--- src/rtl/serial_adder.sv ---
// Bit-serial WIDTH-bit adder: LSB-first, one bit per clock, valid/ready on both sides.
// Define SERIAL_ADDER_SUB_EN to add the sub port and a - b (two's complement) mode.
module serial_adder #(
  parameter int WIDTH = 4
) (
  input  logic             clk,
  input  logic             rst_n,
  input  logic             in_valid,
  output logic             in_ready,
  input  logic [WIDTH-1:0] a,
  input  logic [WIDTH-1:0] b,
`ifdef SERIAL_ADDER_SUB_EN
  input  logic             sub,
`endif
  output logic             out_valid,
  input  logic             out_ready,
  output logic [WIDTH-1:0] sum,
  output logic             carry
);

  localparam int CW = $clog2(WIDTH) + 1;
  localparam logic [CW-1:0] LAST_BIT = CW'(WIDTH - 1);

  localparam logic [1:0] S_IDLE = 2'd0;
  localparam logic [1:0] S_RUN  = 2'd1;
  localparam logic [1:0] S_DONE = 2'd2;

  logic [1:0]       state_q,  state_d;
  logic [WIDTH-1:0] a_sh_q,   a_sh_d;
  logic [WIDTH-1:0] b_sh_q,   b_sh_d;
  logic [WIDTH-1:0] sum_sh_q, sum_sh_d;
  logic             c_q,      c_d;
  logic [CW-1:0]    cnt_q,    cnt_d;
  logic [WIDTH-1:0] sum_q,    sum_d;
  logic             carry_q,  carry_d;

  logic             sub_sel;
`ifdef SERIAL_ADDER_SUB_EN
  assign sub_sel = sub;
`else
  assign sub_sel = 1'b0;
`endif

  // Full add of the current bit pair from two half-adder cells plus the carry flop.
  logic ha0_s, ha0_c, ha1_c, bit_s, bit_c;
  assign ha0_s = a_sh_q[0] ^ b_sh_q[0];
  assign ha0_c = a_sh_q[0] & b_sh_q[0];
  assign bit_s = ha0_s ^ c_q;
  assign ha1_c = ha0_s & c_q;
  assign bit_c = ha0_c | ha1_c;

  logic [WIDTH-1:0] sum_shifted;
  generate
    if (WIDTH == 1) begin : g_w1
      assign sum_shifted = bit_s;
    end else begin : g_wn
      assign sum_shifted = {bit_s, sum_sh_q[WIDTH-1:1]};
    end
  endgenerate

  always_comb begin
    // NOTE: every next-state value defaults to its register so no path infers a latch.
    state_d  = state_q;
    a_sh_d   = a_sh_q;
    b_sh_d   = b_sh_q;
    sum_sh_d = sum_sh_q;
    c_d      = c_q;
    cnt_d    = cnt_q;
    sum_d    = sum_q;
    carry_d  = carry_q;

    case (state_q)
      S_IDLE: begin
        if (in_valid) begin
          state_d  = S_RUN;
          a_sh_d   = a;
          b_sh_d   = sub_sel ? ~b : b;
          sum_sh_d = '0;
          c_d      = sub_sel;
          cnt_d    = '0;
        end
      end
      S_RUN: begin
        sum_sh_d = sum_shifted;
        a_sh_d   = a_sh_q >> 1;
        b_sh_d   = b_sh_q >> 1;
        c_d      = bit_c;
        cnt_d    = cnt_q + CW'(1);
        if (cnt_q == LAST_BIT) begin
          state_d = S_DONE;
          sum_d   = sum_shifted;
          carry_d = bit_c;
        end
      end
      S_DONE: begin
        if (out_ready) state_d = S_IDLE;
      end
      default: state_d = S_IDLE;
    endcase
  end

  // NOTE: state uses non-blocking assignments so every flop samples pre-edge values.
  always_ff @(posedge clk or negedge rst_n) begin
    if (!rst_n) begin
      state_q  <= S_IDLE;
      a_sh_q   <= '0;
      b_sh_q   <= '0;
      sum_sh_q <= '0;
      c_q      <= 1'b0;
      cnt_q    <= '0;
      sum_q    <= '0;
      carry_q  <= 1'b0;
    end else begin
      state_q  <= state_d;
      a_sh_q   <= a_sh_d;
      b_sh_q   <= b_sh_d;
      sum_sh_q <= sum_sh_d;
      c_q      <= c_d;
      cnt_q    <= cnt_d;
      sum_q    <= sum_d;
      carry_q  <= carry_d;
    end
  end

  assign in_ready  = (state_q == S_IDLE);
  assign out_valid = (state_q == S_DONE);
  assign sum       = sum_q;
  assign carry     = carry_q;

endmodule
--- config.mk ---
export PLATFORM = sky130hd
export DESIGN_NAME = serial_adder
export DESIGN_NICKNAME = d
export VERILOG_FILES = /design/src/rtl/serial_adder.sv
export SDC_FILE = /design/constraint.sdc
export NUM_CORES = 1
export LEC_CHECK = 0
export ABC_AREA = 1
export BUFFER_PORTS_ARGS = -buffer_cell sky130_fd_sc_hd__clkbuf_2
export CORE_AREA = 2 2 47 49
export DETAILED_ROUTE_END_ITERATION = 8
export DIE_AREA = 0 0 49 51
export GPL_TIMING_DRIVEN = 1
export PLACE_DENSITY = 0.75
export RECOVER_POWER = 25
export REMOVE_ABC_BUFFERS = 1
export SLEW_MARGIN = 20
export SYNTH_ARGS = -nofsm -noshare
export SYNTH_HDL_FRONTEND = slang
export SYNTH_SLANG_ARGS = --single-unit
--- constraint.sdc ---
create_clock -name clk -period 1.7 [get_ports clk]
set_input_delay 0.255 -clock clk [delete_from_list [all_inputs] [get_ports clk]]
set_output_delay 0.255 -clock clk [all_outputs]
set_load 0.05 [all_outputs]
; ---- Yosys cells after proc, flatten, opt, wreduce, memory -nomap -nowiden
; Cells that the tools add are included.
[word_totals]
ff_bits = 23
out_inout_bits = 7
elab_cells = 39
in_bits = 12
[classes]
mux = 14
n_reduce_logical = 5
bitwise = 5
eq_ne = 6
n_addsub = 1
[op_table]
columns = operator, n
row1 = 4-bit one-hot mux with 2 select lines, 3
row2 = 4-bit two-way mux, 3
row3 = 2-bit two-way mux, 3
row4 = 2-bit one-hot mux with 3 select lines, 1
row5 = 3-bit one-hot mux with 2 select lines, 1
row6 = "2-bit != test, second input constant", 2
row7 = 2-bit AND reduction, 2
row8 = "3-bit by 1-bit adder with 3-bit output, second input constant", 1
row9 = "3-bit by 2-bit == test with 1-bit output, second input constant", 1
row10 = 3-bit two-way mux, 1
row11 = 3-bit AND reduction, 1
row12 = 1-bit AND, 2
row13 = "2-bit by 1-bit == test with 1-bit output, second input constant", 1
row14 = "2-bit == test, second input constant", 1
row15 = 2-bit zero test, 1
row16 = "2-bit by 1-bit != test with 1-bit output, second input constant", 1
row17 = 1-bit one-hot mux with 2 select lines, 1
row18 = 2-bit nonzero test, 1
row19 = 1-bit XOR, 2
row20 = 1-bit two-way mux, 1
row21 = 1-bit bitwise OR, 1

; ---- Longest topological paths before layout
[depth]
ltp_word = 4
mapped_depth = 6
ltp_nobuf = 5

; ---- Worst setup path after synthesis
; Ideal clock, no wire load.
[synth_timing]
path_type = register to register
from = register state_q[0]
to = register a_sh_q[3]
required_ps = 1624
path_buffers = 1
t_arrival_ps = 1561
path_stages_with_launch = 5
setup_slack_ps = 63
setup_ps = 76
synth_period_minus_slack_ps = 1637
cell_sequence = dfrtp_1 -> buf_4 -> nor2_1 -> nand3_1 -> o21ai_1
[synth_via]
elab_chain_len = 3
word_cells_on_any_way = 6
classes_between = eq/ne: 2 / mux: 1 / reduce/logical: 3
[synth_lines]
columns = element, line
row1 = start: declaration, 28  ; logic [1:0] state_q, state_d;
row2 = start signal: assignment, 114  ; state_q <= state_d;
row3 = 2-bit zero test *, --
row4 = via in_ready, 9  ; output logic in_ready,
row5 = 2-bit != test (no line) or 2-bit nonzero test (tied branches), --
row6 = 2-bit AND reduction (no line), --
row7 = end signal: assignment, 115  ; a_sh_q <= a_sh_d;
row8 = end: declaration, 29  ; logic [WIDTH-1:0] a_sh_q, a_sh_d;
; Mark *: on every way through the listed nets, which the timed path passes. The rest lies on a longest branch.
; A chain may end at the register's enable or synchronous reset.

; ---- Final worst setup path
[layout_timing]
from = register state_q[0]
to = output in_ready
[layout_via]
elab_chain_len = 1
[layout_lines]
columns = element, line
row1 = 2-bit zero test, 125  ; assign in_ready = (state_q == S_IDLE);
row2 = end: declaration, 9
; Every way passes these cells.

==> reports/results.ini <==
[status]
status = finished clean

[critical_path]
path_cells = nor2_1 > clkbuf_4
path_class = flip-flop to primary output
r2r_cells = 3
cp-start-kind = flip-flop
r2r_end = sum[3]
critPathMaxFanout = 13
worst_path_dominant_cell_family = flip-flops
worstPathRequired_ns = 1.44
cp_slowest_cell = dfrtp_2
worstSetupEndpointType = primary output
reg2reg_slack_ns = 0.47
cp.arrival_ns = 1.31
cp.buffers_inverters = 1
r2r-start = a_sh_q[0]
slowest_delay_ns = 0.53

[clock_network]
cts_inserted_buffers = 3
cts_tree = done
cts_root_buffer = clkbuf_4
path_clk_slew_ns = 0.13
clockBufferDepth = 2
clock-sinks = 22
h-tree-depth = 1
insertion_delay_ns = 0.31

[layout]
fillers = 210
antenna_cells = 0
drive_gt1_share_pct = 24.1
areaGrowthSynthToFinish_pct = 16.9
layout.nets = 153
utilization_pct = 57.9

[power]
power.density_nw_per_um2 = 2090
total_power_uw = 2500
p_seq_share_pct = 37.5
peakVddDrop_uv = 1120
switching_share_pct = 45.5
p_sw_uw = 1140
p_leak_uw = 0.000657
p_int_uw = 1360
clkPwrFrac_pct = 16.1
comb_power_share_pct = 46.4

[routing]
vias = 789
wire_per_inst_um = 11.4
drtAntennaViolNets = 0
finalWirelength_um = 1880
via_per_inst = 4.78
drtIter0Drc = 25
drc = 0
dr.pass1.iters = 4

[synthesis]
ys_seq_area_share_pct = 53.9
syn_avg_cell_area_sq_um = 8.80
yosys.cell_types.count = 18
yosys_warnings = 0
synth.cell_area_sq_um = 1020
ys_ff_latch = 22
synth_cells = 116

[place]
dp_hpwl_um = 1340
io_buffers = 18
place_congestion = 0.760

[timing]
fin_skew_ns = 0.00562
setup_viol = 0
tightest_slew_ns = 0.549
slew_headroom_pct = 63.4
hold_viol = 0
fmax_mhz = 638
finalCriticalPeriod_ns = 1.57
min_period_over_period_pct = 92.3
timing.hold.ws_ns = 0.120
slew_violations = 0
rsz0062_at_grt = no
setup_tns_ns = 0

[global_routing]
grt_pass1_vias = 750
grt_first_pass_wirelength_um = 3300
grt_start_max_net_pins = 23
antenna_found_initial = 0
grt_overflow = 0
track_usage_pct = 17.5

[hold_path]
hold_class = input port to flip-flop
hold-path-endpoint = state_q[1]
whs_path_depth = 2
min-delay-start = out_ready

[floorplanning]
core-area_sq_um = 2060
rows = 17
start_util_pct = 49.5
die_w_um = 49
io_pins = 19
dieArea_sq_um = 2500
chipHeight_um = 51

[flow_run]
max_cap_violations = 0

[cell usage in the layout, fill, tap and decap left out, drive strengths merged, types with 2 or more instances in the layout]
cell,instances
inv,19
nor2,4
nand3,9
nand2,42
a21oi,2
ha,2
dfrtp,22
clkbuf,21
o21ai,12
[worst max-delay path by stage]
stage	from	to	slack, ns	cells past startpoint
6_report	state_q[0]	in_ready	0.13	2
2_1_floorplan	state_q[0]	a_sh_q[3]	0.12	3
4_1_cts	state_q[0]	in_ready	0.01	2
3_5_place_dp	state_q[0]	in_ready	0.37	2
3_3_place_gp	state_q[0]	in_ready	0.39	2
5_1_grt	state_q[0]	in_ready	0.01	2
[metal layers]
metal | global-route usage [%] | share of wire [%]
met5 | 0 | 0
met4 | 7.14 | 1.2
met3 | 1.75 | 3.1
met2 | 31.3 | 50
met1 | 21.7 | 46
[sequential cells by signal, summed over array words and instances, names as in the netlist]
register / cells
b_sh_q: 4
sum_sh_q: 3
sum: 4
a_sh_q: 4
cnt_q: 3
c_q: 1
carry: 1
state_q: 2
[through the flow]
| step | std cells | setup WS, ns | instance area (sq um) |
|---|---|---|---|
| 2_1_floorplan | 114 | 0.119 | 1000 |
| 3_3_place_gp | 160 | 0.391 | 1130 |
| 3_5_place_dp | 160 | 0.365 | 1130 |
| 4_1_cts | 165 | 0.0127 | 1190 |
| 5_1_grt | 165 | 0.0122 | 1190 |
| 6_report | 165 | 0.131 | 1190 |
[power groups by stage]
| stage | logic (uW) | registers (uW) | clock network, uW |
|---|---|---|---|
| 2_1_floorplan | 732 | 1080 | 0 |
| 3_3_place_gp | 1120 | 929 | 0 |
| 3_5_place_dp | 1160 | 945 | 0 |
| 4_1_cts | 1170 | 934 | 402 |
| 5_1_grt | 1320 | 971 | 424 |
| 6_report | 1160 | 935 | 401 |
[repair_timing]
action	in CTS	in global routing
resized for setup	0	3
endpoints found under the setup margin	0	1
setup buffers	0	0
endpoints found under the hold margin	22	0
hold buffers	1	0
[logic make-up after synthesis]
family	synth area share, %
simple gates	23.8
fa+ha+maj	4.41
compound gates	9.07
buf+inv	8.82
flops	53.9
[layout make-up]
class	instances	area, sq um	share of cell area (%)
clock buffer	3	22.5	1.89
tap	28	35.0	2.94
timing repair buffer	19	103	8.60
clock inverter	1	30.0	2.52
inverter	19	71.3	5.97
multi-input combinational	73	380	31.9
sequential	22	552	46.2
[Yosys cell counts (all sizes together)]
cell type	instances	area share (%)
o21ai	12	7.4
buf	2	1.8
o31ai	1	0.74
a21oi	2	0.98
inv	19	7.0
nor2	4	2.2
ha	2	2.5
dfrtp	22	54
nand3	9	4.4
nand2	42	17
fa	1	2.0
Note: power is estimated with default switching activity, not from simulation.
